<file path="config.mk">
export PLATFORM = sky130hd
export DESIGN_NAME = dma_read_master_flat
export DESIGN_NICKNAME = d
export VERILOG_FILES = /design/src/rtl/dma_read_master_if.sv /design/src/rtl/dma_read_master.sv /design/src/flat_wrapper.sv
export SDC_FILE = /design/constraint.sdc
export NUM_CORES = 1
export LEC_CHECK = 0
export ABC_CLOCK_PERIOD_IN_PS = 15600
export CAP_MARGIN = 5
export CORE_ASPECT_RATIO = 1.25
export CORE_MARGIN = 2
export CORE_UTILIZATION = 55
export CTS_CLUSTER_DIAMETER = 150
export DETAILED_ROUTE_END_ITERATION = 12
export GPL_TIMING_DRIVEN = 0
export PLACE_DENSITY = 0.87
export SYNTH_ARGS = -nofsm -noshare
export SYNTH_HDL_FRONTEND = slang
export SYNTH_SLANG_ARGS = --single-unit
</file>
<file path="constraint.sdc">
create_clock -name M_AXI_ACLK -period 15.6 [get_ports M_AXI_ACLK]
set_input_delay 1.56 -clock M_AXI_ACLK [delete_from_list [all_inputs] [get_ports M_AXI_ACLK]]
set_output_delay 1.56 -clock M_AXI_ACLK [all_outputs]
set_load 0.02 [all_outputs]
</file>
<file path="src/rtl/dma_read_master_if.sv">
// AXI4 read-channel bundle (AR + R) between the DMA read master and the fabric.
// Ports: AR address/control plus ARVALID/ARREADY; R data/resp/last plus RVALID/RREADY.
// modport master drives AR and RREADY; modport slave drives ARREADY and R.
interface dma_read_master_if #(
  parameter int unsigned ID_WIDTH   = 1,
  parameter int unsigned ADDR_WIDTH = 32,
  parameter int unsigned DATA_WIDTH = 32
) ();
  logic [ID_WIDTH-1:0]   M_AXI_ARID;
  logic [ADDR_WIDTH-1:0] M_AXI_ARADDR;
  logic [7:0]            M_AXI_ARLEN;
  logic [2:0]            M_AXI_ARSIZE;
  logic [1:0]            M_AXI_ARBURST;
  logic                  M_AXI_ARLOCK;
  logic [3:0]            M_AXI_ARCACHE;
  logic [2:0]            M_AXI_ARPROT;
  logic [3:0]            M_AXI_ARQOS;
  logic                  M_AXI_ARVALID;
  logic                  M_AXI_ARREADY;
  logic [ID_WIDTH-1:0]   M_AXI_RID;
  logic [DATA_WIDTH-1:0] M_AXI_RDATA;
  logic [1:0]            M_AXI_RRESP;
  logic                  M_AXI_RLAST;
  logic                  M_AXI_RVALID;
  logic                  M_AXI_RREADY;

  modport master (
    output M_AXI_ARID, M_AXI_ARADDR, M_AXI_ARLEN, M_AXI_ARSIZE, M_AXI_ARBURST,
           M_AXI_ARLOCK, M_AXI_ARCACHE, M_AXI_ARPROT, M_AXI_ARQOS, M_AXI_ARVALID,
           M_AXI_RREADY,
    input  M_AXI_ARREADY, M_AXI_RID, M_AXI_RDATA, M_AXI_RRESP, M_AXI_RLAST,
           M_AXI_RVALID
  );

  modport slave (
    input  M_AXI_ARID, M_AXI_ARADDR, M_AXI_ARLEN, M_AXI_ARSIZE, M_AXI_ARBURST,
           M_AXI_ARLOCK, M_AXI_ARCACHE, M_AXI_ARPROT, M_AXI_ARQOS, M_AXI_ARVALID,
           M_AXI_RREADY,
    output M_AXI_ARREADY, M_AXI_RID, M_AXI_RDATA, M_AXI_RRESP, M_AXI_RLAST,
           M_AXI_RVALID
  );
endinterface

</file>
<file path="src/rtl/dma_read_master.sv">
// AXI4 read master: fetches i_total_len bytes from i_src_addr as INCR bursts
// that never cross a 4 KB boundary and streams each accepted beat into a FIFO.
// Ports:
//   M_AXI_ACLK / M_AXI_ARESET      clock, async active-high reset
//   i_start, i_src_addr, i_total_len  transfer request (start sampled in IDLE)
//   i_fifo_full / o_fifo_wr_en / o_fifo_wr_data  FIFO write side
//   o_busy, o_read_done, ERROR     status
//   m_axi                          AR + R channels (master modport)
module dma_read_master #(
  parameter int unsigned C_M_AXI_BURST_LEN  = 16,
  parameter int unsigned C_M_AXI_ID_WIDTH   = 1,
  parameter int unsigned C_M_AXI_ADDR_WIDTH = 32,
  parameter int unsigned C_M_AXI_DATA_WIDTH = 32
) (
  input  logic                          M_AXI_ACLK,
  input  logic                          M_AXI_ARESET,
  input  logic                          i_start,
  input  logic [31:0]                   i_src_addr,
  input  logic [31:0]                   i_total_len,
  input  logic                          i_fifo_full,
  output logic                          o_fifo_wr_en,
  output logic [C_M_AXI_DATA_WIDTH-1:0] o_fifo_wr_data,
  output logic                          o_busy,
  output logic                          o_read_done,
  output logic                          ERROR,
  dma_read_master_if.master             m_axi
);

  localparam int unsigned REM_W = 30;
  localparam int unsigned BB_W  = 9;

  localparam logic [2:0] ST_IDLE = 3'd0;
  localparam logic [2:0] ST_CALC = 3'd1;
  localparam logic [2:0] ST_ADDR = 3'd2;
  localparam logic [2:0] ST_DATA = 3'd3;
  localparam logic [2:0] ST_DONE = 3'd4;

  logic [2:0]       state_q, state_d;
  logic [31:0]      cur_addr_q, cur_addr_d;
  logic [REM_W-1:0] rem_beats_q, rem_beats_d;
  logic [BB_W-1:0]  burst_beats_q, burst_beats_d;
  logic [BB_W-1:0]  beat_cnt_q, beat_cnt_d;
  logic [31:0]      araddr_q, araddr_d;
  logic [7:0]       arlen_q, arlen_d;
  logic             arvalid_q, arvalid_d;
  logic             error_q, error_d;

  logic [10:0]      bound_beats_c;
  logic [REM_W-1:0] cap_c;
  logic [BB_W-1:0]  calc_beats_c;
  logic             last_beat_c;
  logic             rready_c;
  logic             beat_acc_c;
  logic [REM_W-1:0] rem_after_c;
  logic [31:0]      addr_after_c;

  // Beats left before the next 4 KB page (1..1024); cur_addr is word aligned.
  assign bound_beats_c = 11'd1024 - {1'b0, cur_addr_q[11:2]};

  // Burst size = min(max burst, remaining beats, beats to page boundary).
  always_comb begin
    cap_c = REM_W'(C_M_AXI_BURST_LEN);
    if (rem_beats_q < cap_c) cap_c = rem_beats_q;
    if (REM_W'(bound_beats_c) < cap_c) cap_c = REM_W'(bound_beats_c);
    calc_beats_c = BB_W'(cap_c);
  end

  assign last_beat_c  = (beat_cnt_q == (burst_beats_q - 9'd1));
  assign rready_c     = (state_q == ST_DATA) && !i_fifo_full;
  assign beat_acc_c   = rready_c && m_axi.M_AXI_RVALID;
  assign rem_after_c  = rem_beats_q - REM_W'(burst_beats_q);
  assign addr_after_c = cur_addr_q + {21'd0, burst_beats_q, 2'b00};

  // Next-state and datapath update.
  always_comb begin
    state_d       = state_q;
    cur_addr_d    = cur_addr_q;
    rem_beats_d   = rem_beats_q;
    burst_beats_d = burst_beats_q;
    beat_cnt_d    = beat_cnt_q;
    araddr_d      = araddr_q;
    arlen_d       = arlen_q;
    arvalid_d     = arvalid_q;
    error_d       = error_q;

    case (state_q)
      ST_IDLE: begin
        if (i_start) begin
          cur_addr_d  = {i_src_addr[31:2], 2'b00};
          rem_beats_d = i_total_len[31:2];
          error_d     = 1'b0;
          state_d     = (i_total_len[31:2] == '0) ? ST_DONE : ST_CALC;
        end
      end
      ST_CALC: begin
        burst_beats_d = calc_beats_c;
        araddr_d      = cur_addr_q;
        arlen_d       = 8'(calc_beats_c - 9'd1);
        beat_cnt_d    = '0;
        arvalid_d     = 1'b1;
        state_d       = ST_ADDR;
      end
      ST_ADDR: begin
        if (m_axi.M_AXI_ARREADY) begin
          arvalid_d = 1'b0;
          state_d   = ST_DATA;
        end
      end
      ST_DATA: begin
        if (beat_acc_c) begin
          beat_cnt_d = beat_cnt_q + 9'd1;
          if (m_axi.M_AXI_RRESP != 2'b00) error_d = 1'b1;
          // RLAST is only checked; our own beat counter closes the burst.
          if (m_axi.M_AXI_RLAST != last_beat_c) error_d = 1'b1;
          if (last_beat_c) begin
            cur_addr_d  = addr_after_c;
            rem_beats_d = rem_after_c;
            state_d     = (rem_after_c != '0) ? ST_CALC : ST_DONE;
          end
        end
      end
      ST_DONE: state_d = ST_IDLE;
      default: state_d = ST_IDLE;
    endcase
  end

  // State and datapath registers.
  always_ff @(posedge M_AXI_ACLK or posedge M_AXI_ARESET) begin
    if (M_AXI_ARESET) begin
      state_q       <= ST_IDLE;
      cur_addr_q    <= '0;
      rem_beats_q   <= '0;
      burst_beats_q <= '0;
      beat_cnt_q    <= '0;
      araddr_q      <= '0;
      arlen_q       <= '0;
      arvalid_q     <= 1'b0;
      error_q       <= 1'b0;
    end else begin
      state_q       <= state_d;
      cur_addr_q    <= cur_addr_d;
      rem_beats_q   <= rem_beats_d;
      burst_beats_q <= burst_beats_d;
      beat_cnt_q    <= beat_cnt_d;
      araddr_q      <= araddr_d;
      arlen_q       <= arlen_d;
      arvalid_q     <= arvalid_d;
      error_q       <= error_d;
    end
  end

  assign m_axi.M_AXI_ARID    = '0;
  assign m_axi.M_AXI_ARADDR  = C_M_AXI_ADDR_WIDTH'(araddr_q);
  assign m_axi.M_AXI_ARLEN   = arlen_q;
  assign m_axi.M_AXI_ARSIZE  = 3'b010;
  assign m_axi.M_AXI_ARBURST = 2'b01;
  assign m_axi.M_AXI_ARLOCK  = 1'b0;
  assign m_axi.M_AXI_ARCACHE = 4'b0010;
  assign m_axi.M_AXI_ARPROT  = 3'b000;
  assign m_axi.M_AXI_ARQOS   = 4'b0000;
  assign m_axi.M_AXI_ARVALID = arvalid_q;
  assign m_axi.M_AXI_RREADY  = rready_c;

  assign o_fifo_wr_en   = beat_acc_c;
  assign o_fifo_wr_data = m_axi.M_AXI_RDATA;
  assign o_busy         = (state_q != ST_IDLE);
  assign o_read_done    = (state_q == ST_DONE);
  assign ERROR          = error_q;

  // Inputs that are intentionally ignored.
  logic unused_c;
  assign unused_c = ^{i_src_addr[1:0], i_total_len[1:0], m_axi.M_AXI_RID};

endmodule
</file>
<file path="src/flat_wrapper.sv">
// flat-port wrapper written by rule: the top's interface ports become plain ports
module dma_read_master_flat 
#(
  parameter int unsigned C_M_AXI_BURST_LEN  = 16,
  parameter int unsigned C_M_AXI_ID_WIDTH   = 1,
  parameter int unsigned C_M_AXI_ADDR_WIDTH = 32,
  parameter int unsigned C_M_AXI_DATA_WIDTH = 32
)
  (M_AXI_ACLK, M_AXI_ARESET, i_start, i_src_addr, i_total_len, i_fifo_full, o_fifo_wr_en, o_fifo_wr_data, o_busy, o_read_done, ERROR, m_axi_M_AXI_ARID, m_axi_M_AXI_ARADDR, m_axi_M_AXI_ARLEN, m_axi_M_AXI_ARSIZE, m_axi_M_AXI_ARBURST, m_axi_M_AXI_ARLOCK, m_axi_M_AXI_ARCACHE, m_axi_M_AXI_ARPROT, m_axi_M_AXI_ARQOS, m_axi_M_AXI_ARVALID, m_axi_M_AXI_RREADY, m_axi_M_AXI_ARREADY, m_axi_M_AXI_RID, m_axi_M_AXI_RDATA, m_axi_M_AXI_RRESP, m_axi_M_AXI_RLAST, m_axi_M_AXI_RVALID);
  dma_read_master_if m_axi_i ();
  input  logic M_AXI_ACLK;
  input  logic M_AXI_ARESET;
  input  logic i_start;
  input  logic [31:0] i_src_addr;
  input  logic [31:0] i_total_len;
  input  logic i_fifo_full;
  output logic o_fifo_wr_en;
  output logic [C_M_AXI_DATA_WIDTH-1:0] o_fifo_wr_data;
  output logic o_busy;
  output logic o_read_done;
  output logic ERROR;
  output wire logic [$bits(m_axi_i.M_AXI_ARID)-1:0] m_axi_M_AXI_ARID;
  output wire logic [$bits(m_axi_i.M_AXI_ARADDR)-1:0] m_axi_M_AXI_ARADDR;
  output wire logic [$bits(m_axi_i.M_AXI_ARLEN)-1:0] m_axi_M_AXI_ARLEN;
  output wire logic [$bits(m_axi_i.M_AXI_ARSIZE)-1:0] m_axi_M_AXI_ARSIZE;
  output wire logic [$bits(m_axi_i.M_AXI_ARBURST)-1:0] m_axi_M_AXI_ARBURST;
  output wire logic [$bits(m_axi_i.M_AXI_ARLOCK)-1:0] m_axi_M_AXI_ARLOCK;
  output wire logic [$bits(m_axi_i.M_AXI_ARCACHE)-1:0] m_axi_M_AXI_ARCACHE;
  output wire logic [$bits(m_axi_i.M_AXI_ARPROT)-1:0] m_axi_M_AXI_ARPROT;
  output wire logic [$bits(m_axi_i.M_AXI_ARQOS)-1:0] m_axi_M_AXI_ARQOS;
  output wire logic [$bits(m_axi_i.M_AXI_ARVALID)-1:0] m_axi_M_AXI_ARVALID;
  output wire logic [$bits(m_axi_i.M_AXI_RREADY)-1:0] m_axi_M_AXI_RREADY;
  input wire logic [$bits(m_axi_i.M_AXI_ARREADY)-1:0] m_axi_M_AXI_ARREADY;
  input wire logic [$bits(m_axi_i.M_AXI_RID)-1:0] m_axi_M_AXI_RID;
  input wire logic [$bits(m_axi_i.M_AXI_RDATA)-1:0] m_axi_M_AXI_RDATA;
  input wire logic [$bits(m_axi_i.M_AXI_RRESP)-1:0] m_axi_M_AXI_RRESP;
  input wire logic [$bits(m_axi_i.M_AXI_RLAST)-1:0] m_axi_M_AXI_RLAST;
  input wire logic [$bits(m_axi_i.M_AXI_RVALID)-1:0] m_axi_M_AXI_RVALID;
  assign m_axi_M_AXI_ARID = m_axi_i.M_AXI_ARID;
  assign m_axi_M_AXI_ARADDR = m_axi_i.M_AXI_ARADDR;
  assign m_axi_M_AXI_ARLEN = m_axi_i.M_AXI_ARLEN;
  assign m_axi_M_AXI_ARSIZE = m_axi_i.M_AXI_ARSIZE;
  assign m_axi_M_AXI_ARBURST = m_axi_i.M_AXI_ARBURST;
  assign m_axi_M_AXI_ARLOCK = m_axi_i.M_AXI_ARLOCK;
  assign m_axi_M_AXI_ARCACHE = m_axi_i.M_AXI_ARCACHE;
  assign m_axi_M_AXI_ARPROT = m_axi_i.M_AXI_ARPROT;
  assign m_axi_M_AXI_ARQOS = m_axi_i.M_AXI_ARQOS;
  assign m_axi_M_AXI_ARVALID = m_axi_i.M_AXI_ARVALID;
  assign m_axi_M_AXI_RREADY = m_axi_i.M_AXI_RREADY;
  assign m_axi_i.M_AXI_ARREADY = m_axi_M_AXI_ARREADY;
  assign m_axi_i.M_AXI_RID = m_axi_M_AXI_RID;
  assign m_axi_i.M_AXI_RDATA = m_axi_M_AXI_RDATA;
  assign m_axi_i.M_AXI_RRESP = m_axi_M_AXI_RRESP;
  assign m_axi_i.M_AXI_RLAST = m_axi_M_AXI_RLAST;
  assign m_axi_i.M_AXI_RVALID = m_axi_M_AXI_RVALID;
  dma_read_master #(.C_M_AXI_BURST_LEN(C_M_AXI_BURST_LEN), .C_M_AXI_ID_WIDTH(C_M_AXI_ID_WIDTH), .C_M_AXI_ADDR_WIDTH(C_M_AXI_ADDR_WIDTH), .C_M_AXI_DATA_WIDTH(C_M_AXI_DATA_WIDTH)) u_core (.M_AXI_ACLK(M_AXI_ACLK), .M_AXI_ARESET(M_AXI_ARESET), .i_start(i_start), .i_src_addr(i_src_addr), .i_total_len(i_total_len), .i_fifo_full(i_fifo_full), .o_fifo_wr_en(o_fifo_wr_en), .o_fifo_wr_data(o_fifo_wr_data), .o_busy(o_busy), .o_read_done(o_read_done), .ERROR(ERROR), .m_axi(m_axi_i));
endmodule
</file>
==> results summary, run 1 <==
The flow ran to the end, and the final reports show no timing, DRC or antenna violations. The leakage power of the design came out at 4.95 nW. The max-slew violation count came out at 0. The number of stages on the worst hold path is 2.

No sink is reached through more buffers than the 2 on the longest clock path. The number of flip-flops and latches in the synthesized netlist is 121. The fraction of registers with async set or reset after synthesis is 100%. The worst register-to-register path begins at u_core.rem_beats_q[12]. The clock transition time at the flip-flop clock pins of the worst setup and hold paths is 60 ps.

The headroom to the max-slew limit is 39.3%. The tree built by TritonCTS fans out to 121 sinks. The startpoint identified for the worst hold timing path is u_core.m_axi.M_AXI_ARLEN[2]. The final layout contains 1390 nets. The critical path start-end classification is flop to flop. The flop-to-flop setup slack came out at 9840 ps. Derived from the worst setup path, the maximum achievable clock frequency is 174 MHz. The setup violation total in the final timing report is 0.

The final sum of negative setup slack is 0 ps. The path with the worst hold slack has its endpoint at u_core.m_axi.M_AXI_ARLEN[2]. The worst path required time is 15950 ps. Yosys mapped a number of flops with a built-in enable equal to 0.

The number of cell rows came out at 51. At the end of routability-driven placement, the weighted congestion stood at 0.976. The combined area of all synthesized cells came out at 0.00856 mm². The chip height came out at 143 µm. 202 I/O pins were placed. In this run the power density over the cells is 82.3 mW/mm².

The post-DP HPWL came out at 21300 µm. Fill cells in the final layout number 1214. The initial cell density of the core is 55.7%. The via count of the routed design is 8980. In this run the remaining antenna-violating nets after routing total 0. In the global route stage, overall resource usage came out at 35.5%. The count of antenna diodes in the layout is 0. The insertion delay to the later sink of the worst-skew pair came out at 430 ps. The synthesized netlist cell count came out at 1061. The share of the Yosys chip area taken by registers is 35.4%.

The number of port buffers came out at 144. Global routing finished with a remaining overflow of 0. Among all flip-flop cells after synthesis, the most frequent one is dfrtp_1. After synthesis, the netlist uses 76 different library cells.

The tree is rooted in a clkbuf_16. TritonCTS built the clock tree. The post-CTS setup repair buffer count is 0. The via count of the first global-routing pass is 8695. The number of hold-repair buffers added at the cts stage came out at 0.

For the pin with the worst max-slew slack, the measured transition is 910 ps. In the final layout, the share of cells above drive strength 1 is 8.87%. The final wirelength came out at 28700 µm. The initial antenna violation count came out at 0. The clock skew is 9.64 ps. The worst reg-to-reg path cell count is 21. In this run the critical register-to-register path is captured at u_core.m_axi.M_AXI_ARLEN[6]. The smallest clock period supported by the final layout is computed as 5760 ps. The largest net degree at the start of global routing came out at 83. The maximum level of the CTS H-tree is 4.

The final hold violation count is 0. The number of buffers created by CTS came out at 17. VDD sags by at most 0.0000761 V. The number of violations of the max-capacitance limit came out at 0. The routed length per instance came out at 19.4 µm. The post-route clock period utilization is 36.9%.

STA classifies the critical path startpoint as a flop. The violation count after the first detailed-route iteration came out at 755. Setup repair after global routing left no endpoint under its margin.

The min-delay analysis places its worst path in the category flop to flop. In the routed design, unresolved DRC markers number 0. The arrival time of the worst setup path came out at 6110 ps.

The yosys synthesis warning count is 0. The core outline area came out at 0.0154 mm². After detailed routing, the number of vias per cell comes to 6.09. A synthesized cell averages 8.07 µm².

The peak fanout along the critical path came out at 10. The area growth from synthesis to layout is 27.9%. The worst setup path is captured at a flop.

Before antenna repair, the detailed router went through 5 iterations. The post-CTS resize count is 0. The first-pass GRT wire length is 44900 µm.

The post-route core utilization is 71.2%. From left edge to right edge, the die measures 116 µm. The die outline area came out at 0.0166 mm².
-- routing by layer --
metal | up-vias | global-route usage (%) | part of all wire [%]
met5 | - | 0 | 0
met3 | 136 | 7.00 | 8.2
met2 | 501 | 57.3 | 47
met4 | 0 | 23.5 | 6.7
li1 | 4099 | - | -
met1 | 4244 | 42.7 | 38
-- synth_stat cells, types with 19 or more instances --
cell,instances,share of area (%)
inv_1,32,1.4
nand4_1,19,1.4
ha_1,32,4.7
dfrtp_1,121,35
a31oi_1,23,1.7
xnor2_1,28,2.9
nor2_1,86,3.8
buf_4,52,4.6
nor3_1,32,1.9
a21o_1,19,1.7
nor4_1,19,1.4
o21ai_0,46,2.7
nand2_1,181,7.9
clkbuf_1,43,1.9
a21oi_1,78,4.6
nand3_1,31,1.8
-- placed cells by master, fill, tap and decap left out, types with 7 or more instances in the layout --
master and instances:
o22ai_1 13, clkbuf_1 43, nand3_1 31, a21o_1 19
or3_1 9, nand2_1 181, nand2b_1 9, nor2_1 86
dfrtp_1 121, conb_1 26, and3_1 13, nor3_1 32
o21ai_0 46, buf_4 52, clkbuf_16 17, xnor2_1 28
a31oi_1 23, xor2_1 16, nand4_1 19, o22a_1 13
a211oi_1 8, ha_1 32, or4_1 7, clkdlybuf4s50_1 144
inv_1 31, nor4_1 19, a21oi_1 78, o211ai_1 11
-- worst max path at each step --
| stage | startpoint | end | slack (ps) | depth (start not counted) |
|---|---|---|---|---|
| 3_3_place_gp | M_AXI_ARESET | u_core.m_axi.M_AXI_ARADDR[19] | 8990 | 2 |
| 2_1_floorplan | u_core.rem_beats_q[12] | u_core.m_axi.M_AXI_ARLEN[6] | 10470 | 21 |
| 5_1_grt | u_core.rem_beats_q[12] | u_core.m_axi.M_AXI_ARLEN[6] | 9550 | 21 |
| 3_5_place_dp | u_core.rem_beats_q[12] | u_core.m_axi.M_AXI_ARLEN[6] | 9890 | 21 |
| 6_report | u_core.rem_beats_q[12] | u_core.m_axi.M_AXI_ARLEN[6] | 9840 | 21 |
| 4_1_cts | u_core.rem_beats_q[12] | u_core.m_axi.M_AXI_ARLEN[6] | 9880 | 21 |
-- worst max-delay path, stage by stage (launching register included) --
cell,delay [ps]
dfrtp_1,380
buf_6,140
or4_4,550
or4_4,530
buf_6,150
or3_4,410
inv_1,90
buf_2,210
nand2_1,80
ha_1,300
a21o_1,160
a21o_1,170
a221o_1,340
a221oi_1,610
nand2_4,180
a31oi_1,270
ha_1,270
nand3b_1,140
nor3_1,200
xnor2_1,90
mux2_2,260
o21ai_0,140
-- sequential cells by signal, summed over array words and instances (netlist names) --
register,flops
u_core.ERROR,1
u_core.beat_cnt_q,9
u_core.burst_beats_q,9
u_core.cur_addr_q,30
u_core.m_axi.M_AXI_ARADDR,30
u_core.m_axi.M_AXI_ARLEN,8
u_core.m_axi.M_AXI_ARVALID,1
u_core.rem_beats_q,30
u_core.state_q,3
-- per-stage QoR --
| step | area, µm² | cells | hold WS, ps | setup slack, ps | power, W |
|---|---|---|---|---|---|
| CTS | 10900 | 1474 | 477 | 9880 | 0.000898 |
| detailed placement | 10400 | 1442 | 461 | 9890 | 0.000528 |
| global placement | 10400 | 1441 | 461 | 8990 | 0.000524 |
| global route | 11000 | 1475 | 492 | 9550 | 0.000935 |
| floorplan | 8650 | 1085 | 447 | 10470 | 0.000465 |
| finish | 11000 | 1475 | 473 | 9840 | 0.000901 |
-- cell families after synthesis --
group | Yosys count | share of synthesized area, %
and+or+nand+nor | 445 | 24.9
AOI/OAI and AO/OA | 270 | 20.6
buffers and inverters | 138 | 8.55
DFF | 121 | 35.4
xor gates and xnor gates | 44 | 4.50
adders and majority gates | 34 | 5.14
muxes | 7 | 0.892
other | 2 | 0.0877
-- where the power goes --
group | total [W] | leakage, nW | internal [W] | switching (W)
sequential | 0.000346 | 1.54 | 0.000328 | 0.0000185
clock | 0.000375 | 0.267 | 0.000211 | 0.000164
combinational | 0.000180 | 3.14 | 0.0000847 | 0.0000956
total | 0.000901 | 4.95 | 0.000623 | 0.000279
-- cell type report --
cell class | instances | area [µm²] | share of cell area [%]
Buffer | 106 | 612 | 5.59
Clock buffer | 18 | 439 | 4.01
Clock inverter | 14 | 116 | 1.06
Inverter | 32 | 125 | 1.14
Multi-Input combinational cell | 826 | 4890 | 44.7
Sequential cell | 121 | 3030 | 27.7
Tap cell | 212 | 265 | 2.42
Timing Repair Buffer | 146 | 1470 | 13.5
No activity file was read; power rests on OpenSTA's default activity.
==> run 2: changes to the inputs <==
- ABC_CLOCK_PERIOD_IN_PS: 15600 -> 5400
- CORE_UTILIZATION: 55 -> 51
- PLACE_DENSITY: 0.87 -> 0.82
- clock period: 15.6 -> 5.4 ns (I/O delays scaled with it)
==> results summary, run 2 (synthesis results as in run 1) <==
The number of port buffers is 144 (unchanged). The maximum operating frequency came to 190 MHz (was 174 MHz). The DRC violation count after routing came out at 0 (unchanged). The sum of buffers and inverters on the critical path was 4 (unchanged). The core outline area was 0.0163 mm² (was 0.0154 mm²). The share of power burned in registers is 37.5% (was 38.4%).

The post-route core utilization is 67.7% (was 71.2%). The via count of the first global-routing pass is 8762 (was 8695). The logic gate share of total power is 19.8% (was 20.0%).

The insertion delay to the later sink of the worst-skew pair is 440 ps (was 430 ps). The fraction of power consumed by the clock network came out at 42.7% (was 41.6%). The cell with the biggest individual delay on the critical path is or4_4 (was a221oi_1). The clock transition time at the flip-flop clock pins of the worst setup and hold paths is 60 ps (about the same). The largest stage delay on the critical path came to 560 ps (was 610 ps). The final wirelength came to 29100 µm (was 28700 µm).

The residual overflow from global routing came out at 0 (unchanged). The leakage power of the design came out at 4.98 nW (was 4.95 nW). The final hold violation count came out at 0 (unchanged).

The die extent in x is 120 µm (was 116 µm). The most numerous cell type found on the critical path is buf_6. The arrival time of the worst setup path is 5620 ps (was 6110 ps).

The chip height was 149 µm (was 143 µm). The kind of cell with the highest combined delay on the critical path was simple AND/OR/NAND/NOR gates (unchanged). The sink count of the clock tree was 121 (unchanged). The first-pass GRT wire length came out at 45300 µm (was 44900 µm). Cell chain of the critical path: buf_6, or4_4, or4_4, buf_6, or3_4, inv_2, buf_6, nand2_1, ha_1, a21o_1, a21o_1, a221o_1, a221oi_4, nand2_4, mux2i_2, ha_2, nand3b_1, nor3_2, xnor2_1, mux2_2, o21ai_1 (was buf_6, or4_4, or4_4, buf_6, or3_4, inv_1, buf_2, nand2_1, ha_1, a21o_1, a21o_1, a221o_1, a221oi_1, nand2_4, a31oi_1, ha_1, nand3b_1, nor3_1, xnor2_1, mux2_2, o21ai_0). The peak fanout along the critical path came to 10 (unchanged). The switching share of power was 30.9% (about the same). The critical register-to-register path startpoint is u_core.rem_beats_q[12] (unchanged). The headroom to the max-slew limit came to 10.9% (was 39.3%). Commonest non-fill, non-tap cells in the layout: nand2_1, clkdlybuf4s50_1, dfrtp_1 (unchanged). The root buffer cell is clkbuf_16 (unchanged). The worst IR drop on VDD is 0.000238 V (was 0.0000761 V). The net load switching power is 0.000826 W (was 0.000279 W).

The max-slew violation count was 0 (unchanged). The die outline area is 0.0178 mm² (was 0.0166 mm²). The number of hold-repair buffers added at the cts stage came out at 0 (unchanged). The post-DP HPWL came to 21400 µm (was 21300 µm). The number of cell rows came to 52 (was 51). The number of top-level pins came to 202 (unchanged). The endpoint type of the worst setup path was a flop (unchanged). The transition time at the pin with the least slew margin came out at 1330 ps (was 910 ps). The number of buffers created by CTS was 17 (unchanged). The number of nets in the layout is 1394 (was 1390).

The clock skew is 13.1 ps (was 9.64 ps). The startpoint of the worst setup timing path is u_core.rem_beats_q[12] (unchanged). The routability congestion estimate from global placement is 1.01 (was 0.976). The area growth from synthesis to layout is 29.2% (was 27.9%). The largest net degree at the start of global routing came out at 83 (unchanged). The initial antenna violation count came out at 0 (unchanged). The critical path start-end classification was flop to flop (unchanged). The number of search-and-repair iterations in the first detailed-routing pass is 5 (unchanged). The path type of the worst min-delay path is flop to flop (unchanged).

The most common library cell in the layout ignoring fill and taps is nand2_1 (unchanged). The total track usage came out at 32.7% (was 35.5%). The shortest clock period the worst path allows after layout is 5270 ps (was 5760 ps). The cell-internal power is 0.00185 W (was 0.000623 W). The final sum of negative setup slack is 0 ps (unchanged). The maximum level of the CTS H-tree came out at 4 (unchanged).

The element type at the critical path start is a flop (unchanged). The number of violations of the max-capacitance limit came out at 0 (unchanged). The post-route clock period utilization came to 97.5% (was 36.9%).

The worst path required time came out at 5760 ps (was 15950 ps). The power density relative to cell area came out at 242 mW/mm² (was 82.3 mW/mm²). The setup violation total in the final timing report came out at 0 (unchanged).

The critical hold path startpoint is u_core.m_axi.M_AXI_ARLEN[7] (was u_core.m_axi.M_AXI_ARLEN[2]). The maximum root-to-sink buffer count is 2 (unchanged). The number of filler cells placed in the layout was 1343 (was 1214).

The residual antenna-violating net count after detailed routing came out at 0 (unchanged). The via count of the routed design was 8991 (was 8980). The number of vias per cell after detailed routing came out at 6.06 (was 6.09). The violation count after the first detailed-route iteration came out at 911 (was 755). The share of post-route cells with drive strength above 1 came out at 9.63% (was 8.87%). Result of the run: complete, no violations (unchanged). The initial cell density of the core came out at 52.4% (was 55.7%). The TritonCTS clock tree is done (unchanged). The count of antenna diodes in the layout came to 0 (unchanged).

The routed length per instance is 19.6 µm (was 19.4 µm).
==> run 2: area by class of cell <==
class | count | area [µm²] | area share, %
Buffer | 106 | 618 | 5.59
Clock buffer | 17 | 425 | 3.85
Clock inverter | 15 | 154 | 1.39
Inverter | 32 | 125 | 1.13
Multi-Input combinational cell | 826 | 4930 | 44.6
Sequential cell | 121 | 3030 | 27.4
Tap cell | 216 | 270 | 2.44
Timing Repair Buffer | 150 | 1510 | 13.6
==> run 2: stage by stage <==
| step | cell area, µm² | instances | power, W | setup slack (ps) | hold WS [ps] |
|---|---|---|---|---|---|
| 2_1_floorplan | 8650 | 1085 | 0.00134 | 266 | 447 |
| 6_report | 11100 | 1483 | 0.00268 | 134 | 471 |
| 5_1_grt | 11100 | 1483 | 0.00278 | -21.4 | 490 |
| 4_1_cts | 11000 | 1478 | 0.00267 | 0.718 | 479 |
| 3_3_place_gp | 10400 | 1445 | 0.00151 | -291 | 460 |
| 3_5_place_dp | 10400 | 1446 | 0.00153 | -328 | 462 |
==> run 2: metal layers <==
metal  global-route usage [%]  share of wire, %
met1                     39.9                39
met2                     54.9                49
met3                     6.12               7.6
met4                     17.5               5.0
met5                        0                 0
==> run 2: path summary, 6_finish.rpt <==
path                                                to  slack (ps)  cells past startpoint
setup reg to reg           u_core.m_axi.M_AXI_ARLEN[6]         130                     21
hold reg to reg            u_core.m_axi.M_AXI_ARLEN[7]         470                      2
hold / removal             u_core.m_axi.M_AXI_ARLEN[7]         470                      2
setup / recovery           u_core.m_axi.M_AXI_ARLEN[6]         130                     21
max in group asynchronous      u_core.burst_beats_q[8]        4180                      3
min in group asynchronous  u_core.m_axi.M_AXI_ARLEN[0]         480                      2
==> run 2: what timing repair did <==
item | in CTS | in global routing
gates resized for setup | 5 | 6
pin swaps | 1 | 6
endpoints found under the setup margin | 2 | 1
buffers inserted | 0 | 5
==> run 2: tightest hold or removal path, stage by stage (launching register included) <==
cell and delay [ps]:
dfrtp_1 340, nand2_1 50, o31ai_1 50
==> run 2: power groups by stage <==
stage	sequential [W]	clock, W	combinational, W
CTS	0.000999	0.00115	0.000520
detailed placement	0.00101	0	0.000511
floorplan	0.00101	0	0.000336
global placement	0.00101	0	0.000499
global route	0.00101	0.00119	0.000581
finish	0.00100	0.00114	0.000531
